$ cat config.mk
export PLATFORM = sky130hd
export DESIGN_NAME = mem_io_responder_flat
export DESIGN_NICKNAME = d
export VERILOG_FILES = /design/src/rtl/mem_io_responder_if.sv /design/src/rtl/mem_io_responder.sv /design/src/flat_wrapper.sv
export SDC_FILE = /design/constraint.sdc
export NUM_CORES = 2
export LEC_CHECK = 0
export ABC_CLOCK_PERIOD_IN_PS = 3450
export BUFFER_PORTS_ARGS = -buffer_cell sky130_fd_sc_hd__buf_4
export CAP_MARGIN = 10
export CORE_MARGIN = 2
export CORE_UTILIZATION = 63
export DETAILED_ROUTE_END_ITERATION = 8
export PLACE_DENSITY = 0.79
export SLEW_MARGIN = 20
export SYNTH_ARGS = -nofsm -noshare
export SYNTH_HDL_FRONTEND = slang
export SYNTH_SLANG_ARGS = --single-unit
$ cat constraint.sdc
create_clock -name Clock -period 3.45 [get_ports Clock]
set_clock_uncertainty 0.1 [all_clocks]
set_input_delay 0.345 -clock Clock [delete_from_list [all_inputs] [get_ports Clock]]
set_output_delay 0.345 -clock Clock [all_outputs]
set_load 0.005 [all_outputs]
$ cat src/rtl/mem_io_responder_if.sv
// Processor-side memory bus: word address, write data and strobe out of the CPU,
// registered read data back in.
interface mem_io_responder_if;
    logic [15:0] ADDR;
    logic [15:0] DOUT;
    logic        W;
    logic [15:0] DIN;

    modport master (
        output ADDR,
        output DOUT,
        output W,
        input  DIN
    );

    modport slave (
        input  ADDR,
        input  DOUT,
        input  W,
        output DIN
    );
endinterface

$ cat src/rtl/mem_io_responder.sv
// Memory-mapped responder: program/data RAM, LED register, synchronised switches and a
// countdown timer, all behind one registered read path with a single cycle of latency.
module mem_io_responder #(
    parameter int RAM_AW   = 8,
    parameter int PRESCALE = 50000
) (
    input  logic               Clock,
    input  logic               Resetn,
    mem_io_responder_if.slave  bus,
    input  logic [9:0]         SW,
    output logic [9:0]         LEDR,
    output logic               TIMER_EXP
);

    localparam int            PW       = (PRESCALE > 1) ? $clog2(PRESCALE) : 1;
    localparam logic [PW-1:0] PRE_LAST = PW'(PRESCALE - 1);

    localparam logic [3:0] REGION_RAM = 4'h0;
    localparam logic [3:0] REGION_LED = 4'h1;
    localparam logic [3:0] REGION_SW  = 4'h3;
    localparam logic [3:0] REGION_TMR = 4'h4;

    localparam logic [1:0] TMR_LOAD   = 2'd0;
    localparam logic [1:0] TMR_COUNT  = 2'd1;
    localparam logic [1:0] TMR_CTRL   = 2'd2;
    localparam logic [1:0] TMR_STATUS = 2'd3;

    logic [15:0]       ram_r [0:(2**RAM_AW)-1];
    logic [15:0]       din_r;
    logic [9:0]        led_r;
    logic [9:0]        sw_meta_r;
    logic [9:0]        sw_sync_r;
    logic [15:0]       load_r;
    logic [15:0]       count_r;
    logic              en_r;
    logic              auto_r;
    logic              exp_r;
    logic [PW-1:0]     pre_r;

    logic [3:0]        region_s;
    logic [1:0]        tmr_sel_s;
    logic [RAM_AW-1:0] ram_idx_s;
    logic [15:0]       rd_data_s;
    logic              wr_ram_s;
    logic              wr_led_s;
    logic              wr_load_s;
    logic              wr_ctrl_s;
    logic              wr_status_s;
    logic              pre_wrap_s;
    logic              tick_s;
    logic              expire_s;
    logic              en_rise_s;
    logic              unused_addr_s;

    assign region_s      = bus.ADDR[15:12];
    assign tmr_sel_s     = bus.ADDR[1:0];
    assign ram_idx_s     = bus.ADDR[RAM_AW-1:0];
    assign unused_addr_s = ^bus.ADDR;

    // Write strobes for each addressable target; unmapped regions get none.
    always_comb begin
        wr_ram_s    = 1'b0;
        wr_led_s    = 1'b0;
        wr_load_s   = 1'b0;
        wr_ctrl_s   = 1'b0;
        wr_status_s = 1'b0;
        if (bus.W) begin
            case (region_s)
                REGION_RAM: wr_ram_s = 1'b1;
                REGION_LED: wr_led_s = 1'b1;
                REGION_TMR: begin
                    case (tmr_sel_s)
                        TMR_LOAD:   wr_load_s   = 1'b1;
                        TMR_CTRL:   wr_ctrl_s   = 1'b1;
                        TMR_STATUS: wr_status_s = 1'b1;
                        default:    wr_load_s   = 1'b0;
                    endcase
                end
                default: wr_ram_s = 1'b0;
            endcase
        end else begin
            wr_ram_s = 1'b0;
        end
    end

    // Read mux sees pre-edge state, so a same-cycle write is observed one read later.
    always_comb begin
        rd_data_s = 16'h0000;
        case (region_s)
            REGION_RAM: rd_data_s = ram_r[ram_idx_s];
            REGION_LED: rd_data_s = {6'b000000, led_r};
            REGION_SW:  rd_data_s = {6'b000000, sw_sync_r};
            REGION_TMR: begin
                case (tmr_sel_s)
                    TMR_LOAD:   rd_data_s = load_r;
                    TMR_COUNT:  rd_data_s = count_r;
                    TMR_CTRL:   rd_data_s = {14'b00000000000000, auto_r, en_r};
                    TMR_STATUS: rd_data_s = {15'b000000000000000, exp_r};
                    default:    rd_data_s = 16'h0000;
                endcase
            end
            default: rd_data_s = 16'h0000;
        endcase
    end

    // A LOAD write discards any tick in the same cycle, including its expiry.
    always_comb begin
        pre_wrap_s = (pre_r == PRE_LAST);
        tick_s     = en_r && pre_wrap_s && !wr_load_s;
        expire_s   = tick_s && (count_r == 16'h0000);
        en_rise_s  = wr_ctrl_s && bus.DOUT[0] && !en_r;
    end

    // RAM write port; contents are deliberately left out of reset.
    always_ff @(posedge Clock) begin
        if (wr_ram_s) begin
            ram_r[ram_idx_s] <= bus.DOUT;
        end
    end

    // Registered read data.
    always_ff @(posedge Clock or negedge Resetn) begin
        if (!Resetn) begin
            din_r <= 16'h0000;
        end else begin
            din_r <= rd_data_s;
        end
    end

    // LED register and two-flop switch synchroniser.
    always_ff @(posedge Clock or negedge Resetn) begin
        if (!Resetn) begin
            led_r     <= 10'h000;
            sw_meta_r <= 10'h000;
            sw_sync_r <= 10'h000;
        end else begin
            sw_meta_r <= SW;
            sw_sync_r <= sw_meta_r;
            if (wr_led_s) begin
                led_r <= bus.DOUT[9:0];
            end
        end
    end

    // Prescaler: frozen while disabled, restarted by a LOAD write or an enable edge.
    always_ff @(posedge Clock or negedge Resetn) begin
        if (!Resetn) begin
            pre_r <= PW'(0);
        end else if (wr_load_s || en_rise_s) begin
            pre_r <= PW'(0);
        end else if (en_r) begin
            pre_r <= pre_wrap_s ? PW'(0) : pre_r + PW'(1);
        end
    end

    // Countdown, reload and control; a CTRL write overrides expiry clearing EN.
    always_ff @(posedge Clock or negedge Resetn) begin
        if (!Resetn) begin
            load_r  <= 16'h0000;
            count_r <= 16'h0000;
            en_r    <= 1'b0;
            auto_r  <= 1'b0;
        end else begin
            if (wr_load_s) begin
                load_r  <= bus.DOUT;
                count_r <= bus.DOUT;
            end else if (tick_s) begin
                if (count_r != 16'h0000) begin
                    count_r <= count_r - 16'h0001;
                end else if (auto_r) begin
                    count_r <= load_r;
                end
            end

            if (wr_ctrl_s) begin
                en_r   <= bus.DOUT[0];
                auto_r <= bus.DOUT[1];
            end else if (expire_s && !auto_r) begin
                en_r <= 1'b0;
            end
        end
    end

    // Sticky expiry flag; setting beats a simultaneous write-1-clear.
    always_ff @(posedge Clock or negedge Resetn) begin
        if (!Resetn) begin
            exp_r <= 1'b0;
        end else if (expire_s) begin
            exp_r <= 1'b1;
        end else if (wr_status_s && bus.DOUT[0]) begin
            exp_r <= 1'b0;
        end
    end

    assign bus.DIN   = din_r;
    assign LEDR      = led_r;
    assign TIMER_EXP = exp_r;

endmodule

$ cat src/flat_wrapper.sv
// flat-port wrapper written by rule: the top's interface ports become plain ports
module mem_io_responder_flat 
#(
    parameter int RAM_AW   = 8,
    parameter int PRESCALE = 50000
)
  (Clock, Resetn, SW, LEDR, TIMER_EXP, bus_ADDR, bus_DOUT, bus_W, bus_DIN);
  mem_io_responder_if bus_i ();
  input  logic Clock;
  input  logic Resetn;
  input  logic [9:0] SW;
  output logic [9:0] LEDR;
  output logic TIMER_EXP;
  input wire logic [$bits(bus_i.ADDR)-1:0] bus_ADDR;
  input wire logic [$bits(bus_i.DOUT)-1:0] bus_DOUT;
  input wire logic [$bits(bus_i.W)-1:0] bus_W;
  output wire logic [$bits(bus_i.DIN)-1:0] bus_DIN;
  assign bus_i.ADDR = bus_ADDR;
  assign bus_i.DOUT = bus_DOUT;
  assign bus_i.W = bus_W;
  assign bus_DIN = bus_i.DIN;
  mem_io_responder #(.RAM_AW(RAM_AW), .PRESCALE(PRESCALE)) u_core (.Clock(Clock), .Resetn(Resetn), .bus(bus_i), .SW(SW), .LEDR(LEDR), .TIMER_EXP(TIMER_EXP));
endmodule
After elaboration in Yosys (flattened, before gate mapping)
Memory sizes are Yosys's and may differ from the RTL's. Index checks and enable logic that the tools add are counted.

$add $sub $neg: 2. Multipliers: 0. Div/mod/pow operators: 0. Magnitude comparators: 0. Equality and inequality tests: 7. Shift-type cells: 0. Multiplexer cells: 28. Bitwise logic cells: 0. Reductions and logical operators: 21.

Operators with widths (count): case mux 16 bit (4 select lines) (2); two-way mux 16 bit (7); two-way mux 1 bit (19); adder 16 x 1 -> 16 bit, second input constant (1); equality test 16 bit, second input constant (1); zero test 16 bit (1); nonzero test 16 bit (1); subtractor 16 x 1 -> 16 bit, second input constant (1); nonzero test 2 bit (4); logical AND 1 bit (7); equality test 2 bit, second input constant (2); equality test 4 x 1 -> 1 bit, second input constant (1); equality test 4 x 2 -> 1 bit, second input constant (1); equality test 4 x 3 -> 1 bit, second input constant (1); zero test 4 bit (1); zero test 1 bit (3); nonzero test 3 bit (1); equality test 2 x 1 -> 1 bit, second input constant (1); zero test 2 bit (1); AND reduction 2 bit (1); logical OR 1 bit (1).

Register bits: 97. Latch bits: 0. Bits in writable memories: 4096. Memory bits (read-only): 0. Memories: 1.

Memory list: u_core.ram_r (words 256, bits a word 16, read ports 1, clocked after Yosys merged registers in 0, wr ports 1, RTL line mem_io_responder.sv:28) `logic [15:0] ram_r [0:(2**RAM_AW)-1];`.

Longest topological paths before layout
Depth after elaboration: 10. Gate-level depth with buffers: 14. Mapped depth without buffers: 8.

Worst setup path before layout
OpenSTA, ideal clock, no wires.

Path type: input to register. From: in bus_ADDR[0]. To: mem u_core.ram_r[182][0] (enable). Setup time: 388 ps. Arrival: 3016 ps. Required time: 2962 ps. Slack: -54 ps. Stages: 12. Path buffers: 9. Cell sequence: buf_6 -> buf_6 -> buf_6 -> buf_6 -> buf_4 -> buf_4 -> buf_4 -> buf_4 -> nor3b_1 -> nand2_1 -> buf_2 -> nor2_1.

RTL lines: start, declared (RTL line flat_wrapper.sv:14) `input wire logic [$bits(bus_i.ADDR)-1:0] bus_ADDR;`; end, declared (RTL line mem_io_responder.sv:28).

Straight into the memory's write port.

Final worst setup path
From: mem u_core.ram_r[110][14]. To: reg u_core.din_r[14], in the netlist u_core.bus.DIN[14].

Longest elaborated chain between the ends: 2.

RTL lines: memory read (256 x 16 bit); case mux 16 bit (4 select lines) (RTL line mem_io_responder.sv:89) `case (region_s)`; via u_core.rd_data_s[14] (RTL line mem_io_responder.sv:43) `logic [15:0] rd_data_s;`; end signal, assigned (RTL line mem_io_responder.sv:126) `din_r <= rd_data_s;`; end, declared (RTL line mem_io_responder.sv:29) `logic [15:0] din_r;`.

The timed path passes the listed nets, and every way through them passes these cells. A chain may end at the register's enable or synchronous reset.

==> results_dict.tcl <==
set metrics [dict create \
    drc 0 \
    ys_warn_count 0 \
    cts_htree_levels 5 \
    power.density_nw_per_um2 570 \
    grt_start_max_net_pins 126 \
    synthesis.area_per_instance_um2 20.7 \
    globalRouteTotalUtil_pct 35.6 \
    report.final.setup_viol 0 \
    outcome "finished clean" \
    die_h_um 510 \
    coreArea_um2 255000 \
    cp_slowest_cell "nor4_1" \
    sequentialPowerShare_pct 52.2 \
    combinationalPowerShare_pct 5.5 \
    floorplan.io_pins 72 \
    avgViaCountPerCell 7.17 \
    worstPathRequired_ns 4.24 \
    path_clk_slew_ns 0.06 \
    insertion_delay_ns 1.04 \
    first_iter_violations 15100 \
    first_global_vias 89600 \
    multiInputGateArea_um2 33900 \
    worst_slew_pin_slew_ns 1.17 \
    unique_masters_post_synth 65 \
    timing.fmax_ghz 0.299 \
    path_cells "mux2i_1 -> o22ai_1 -> nor4_1 -> nand3_1 -> o21ai_0 -> buf_4 -> a31oi_1 -> a21o_1" \
    cap_viol_max_count 0 \
    routed_wirelength_mm 462 \
    clockBufferDepth 4 \
    critical-path-top-delay-family "compound AO/OA/AOI/OAI gates" \
    dominantRegCellSynth "edfxtp_1" \
    postRouteAntennaNets 0 \
    syn_nets 7864 \
    drive_above_1_share_pct 26.9 \
    finalCritPeriodShare_pct 97.1 \
    finish.net_count 8936 \
    place_inst 11800 \
    global_route.overflow_total 0 \
    num-fill-cells 13000 \
    setup.worst_path.class "register to register" \
    layout.cells.non_filler 12600 \
    final_critical_delay_including_setup_and_external_delays_ns 3.35 \
    tritoncts "done" \
    cts_setup_buffers 0 \
    post_synth_edffs 4096 \
    sw_frac_of_total_pct 21.4 \
    asyncSetResetFlopFracSynth_pct 2.31 \
    numCtsBuffers 416 \
    cts-root-buf "clkbuf_16" \
    syn_inst 7816 \
    timing.max_slew.rel_slack_pct 21.5 \
    timing.critical_path.from_type "register" \
    place.port_buffers 67 \
    ir_drop_mv 0.637 \
    layout-area-overhead-vs-synth_pct 17.0 \
    worst_path_largest_cell_delay_ns 0.84 \
    critical_path_buf_inv_count 1 \
    grt_pass1_wl_mm 653 \
    power.static_leakage_uw 0.0629 \
    p_int_uw 84600 \
    report.final.hold_viol_count 0 \
    seq_area_um2 125000 \
    via_total_after_detailed_routing 90300 \
    die_area_um2 260000 \
    initial_core_util_pct 63.4 \
    wl_per_cell_um 36.6 \
    globalplace.congestion 0.946 \
    finalSetupTns_ns 0 \
    rows 185 \
    antenna_found_initial 34 \
    end_kind "register" \
    clock_power_share_pct 42.4 \
    clock_sink_count 4193 \
    switching_component_of_the_power_uw 23100 \
    worst-endpoint-arrival_ns 4.14 \
    detailedPlacementHpwl_mm 269 \
    rsz0062_at_grt "false" \
    crit_fanout 1 \
    chipWidth_um 510 \
    ys_seq_elements 4193 \
    sequential_area_share_after_synthesis_pct 77.6 \
    min_path_type "input pin to register" \
    maxSlewViolCount 0 \
    synthesis.area_um2 162000 \
    drt_pre_antenna_iters 7 \
]
[metal layers]
metal,wire length (um),vias to the layer above,GRT usage (%)
met5,140,-,0
met4,30800,20,20.0
met3,62500,1474,9.68
met2,215000,8011,54.5
met1,154000,46100,47.1
li1,-,34800,-
[power by group through the flow]
stage,clock network [uW],registers (uW),logic (uW)
finish,45700,56200,5880
global route,47600,56200,6030
CTS,45800,56200,5730
detailed placement,0,57200,5550
global placement,0,57200,5400
floorplan,0,57200,2570
[sequential cells by signal, summed over array words and instances (netlist names)]
| register | flops |
|---|---|
| u_core.en_r | 1 |
| u_core.LEDR | 10 |
| u_core.TIMER_EXP | 1 |
| u_core.bus.DIN | 16 |
| u_core.pre_r | 16 |
| u_core.sw_meta_r | 10 |
| u_core.load_r | 16 |
| u_core.sw_sync_r | 10 |
| u_core.count_r | 16 |
| u_core.auto_r | 1 |
| u_core.ram_r | 4096 |
[cells by family after synthesis]
family / after synthesis / share of synthesized area [%]
buffers and inverters: 484 / 1.45
XOR/XNOR: 10 / 0.0542
multiplexers: 1477 / 14.9
AND/OR/NAND/NOR: 807 / 2.30
AO/OA/AOI/OAI: 842 / 3.60
adder cells (fa/ha/maj): 3 / 0.0232
flip-flops: 4193 / 77.6
[cell usage after synthesis (all sizes together) (7+ instances only)]
library cell	n	area, um^2
edfxtp	4096	123000
mux4	742	16700
mux2i	705	7060
nor2	364	1370
buf	297	1630
a22oi	289	2170
nand2	163	612
clkbuf	158	593
o22ai	154	963
dfrtp	97	2430
a21oi	96	480
o21ai	88	440
nand3	86	430
a221oi	46	403
o211ai	44	330
a31oi	31	194
mux2	30	338
nand4	30	188
inv	28	105
and3	26	163
nor4	25	156
or4	22	165
o221ai	20	175
a221o	18	180
nor3	18	90.1
nor2b	17	106
a211oi	14	105
a41oi	8	70.1
and2	8	50.1
nand2b	7	43.8
xor2	7	61.3
[cell type report]
cell class / instances / area share, %
timing repair buffer: 1109 / 6.22
clock buffer: 475 / 5.66
multi-input combinational: 3139 / 17.9
antenna: 22 / 0.0291
inverter: 29 / 0.0589
sequential: 4193 / 66.4
clock inverter: 274 / 1.53
tap: 3366 / 2.23
[metrics by stage]
stage	instance area [um^2]	total power, uW	hold slack, ns	util [%]	setup slack, ns
floorplan	162000	59800	-0.0506	-	-0.0544
global placement	175000	62600	0.247	68.7	-0.624
detailed placement	175000	62800	0.236	68.7	-0.571
CTS	189000	108000	0.0232	74.2	0.256
global route	189000	110000	0.0974	74.2	0.191
finish	189000	108000	0.0913	74.2	0.102
[placed cells by master (no fill, tap or decap), types with 87 or more instances in the layout]
master     count
edfxtp_1    4096
buf_4        793
mux4_2       742
mux2i_1      705
clkbuf_16    419
nor2_1       354
a22oi_1      289
buf_12       251
o22ai_1      154
nand2_1      154
dfrtp_1       97
a21oi_1       96
o21ai_0       87
[worst paths after layout]
check                           slack (ns)  cells past startpoint                  start                     to
worst max register to register        0.10                      8  u_core.ram_r[110][14]     u_core.bus.DIN[14]
max in group asynchronous             2.52                      4                 Resetn     u_core.bus.DIN[15]
worst min-delay path                  0.09                      2           bus_DOUT[11]  u_core.ram_r[153][11]
worst min register to register        0.26                      0    u_core.sw_meta_r[6]    u_core.sw_sync_r[6]
min in group asynchronous             0.37                      4                 Resetn    u_core.sw_sync_r[0]
worst max-delay path                  0.10                      8  u_core.ram_r[110][14]     u_core.bus.DIN[14]
[repair_timing]
action / in CTS / in global routing
resized for setup: 0 / 0
hold buffers: 46 / 0
hold endpoints to repair: 1639 / 0
Note: power is estimated with default switching activity, not from simulation.
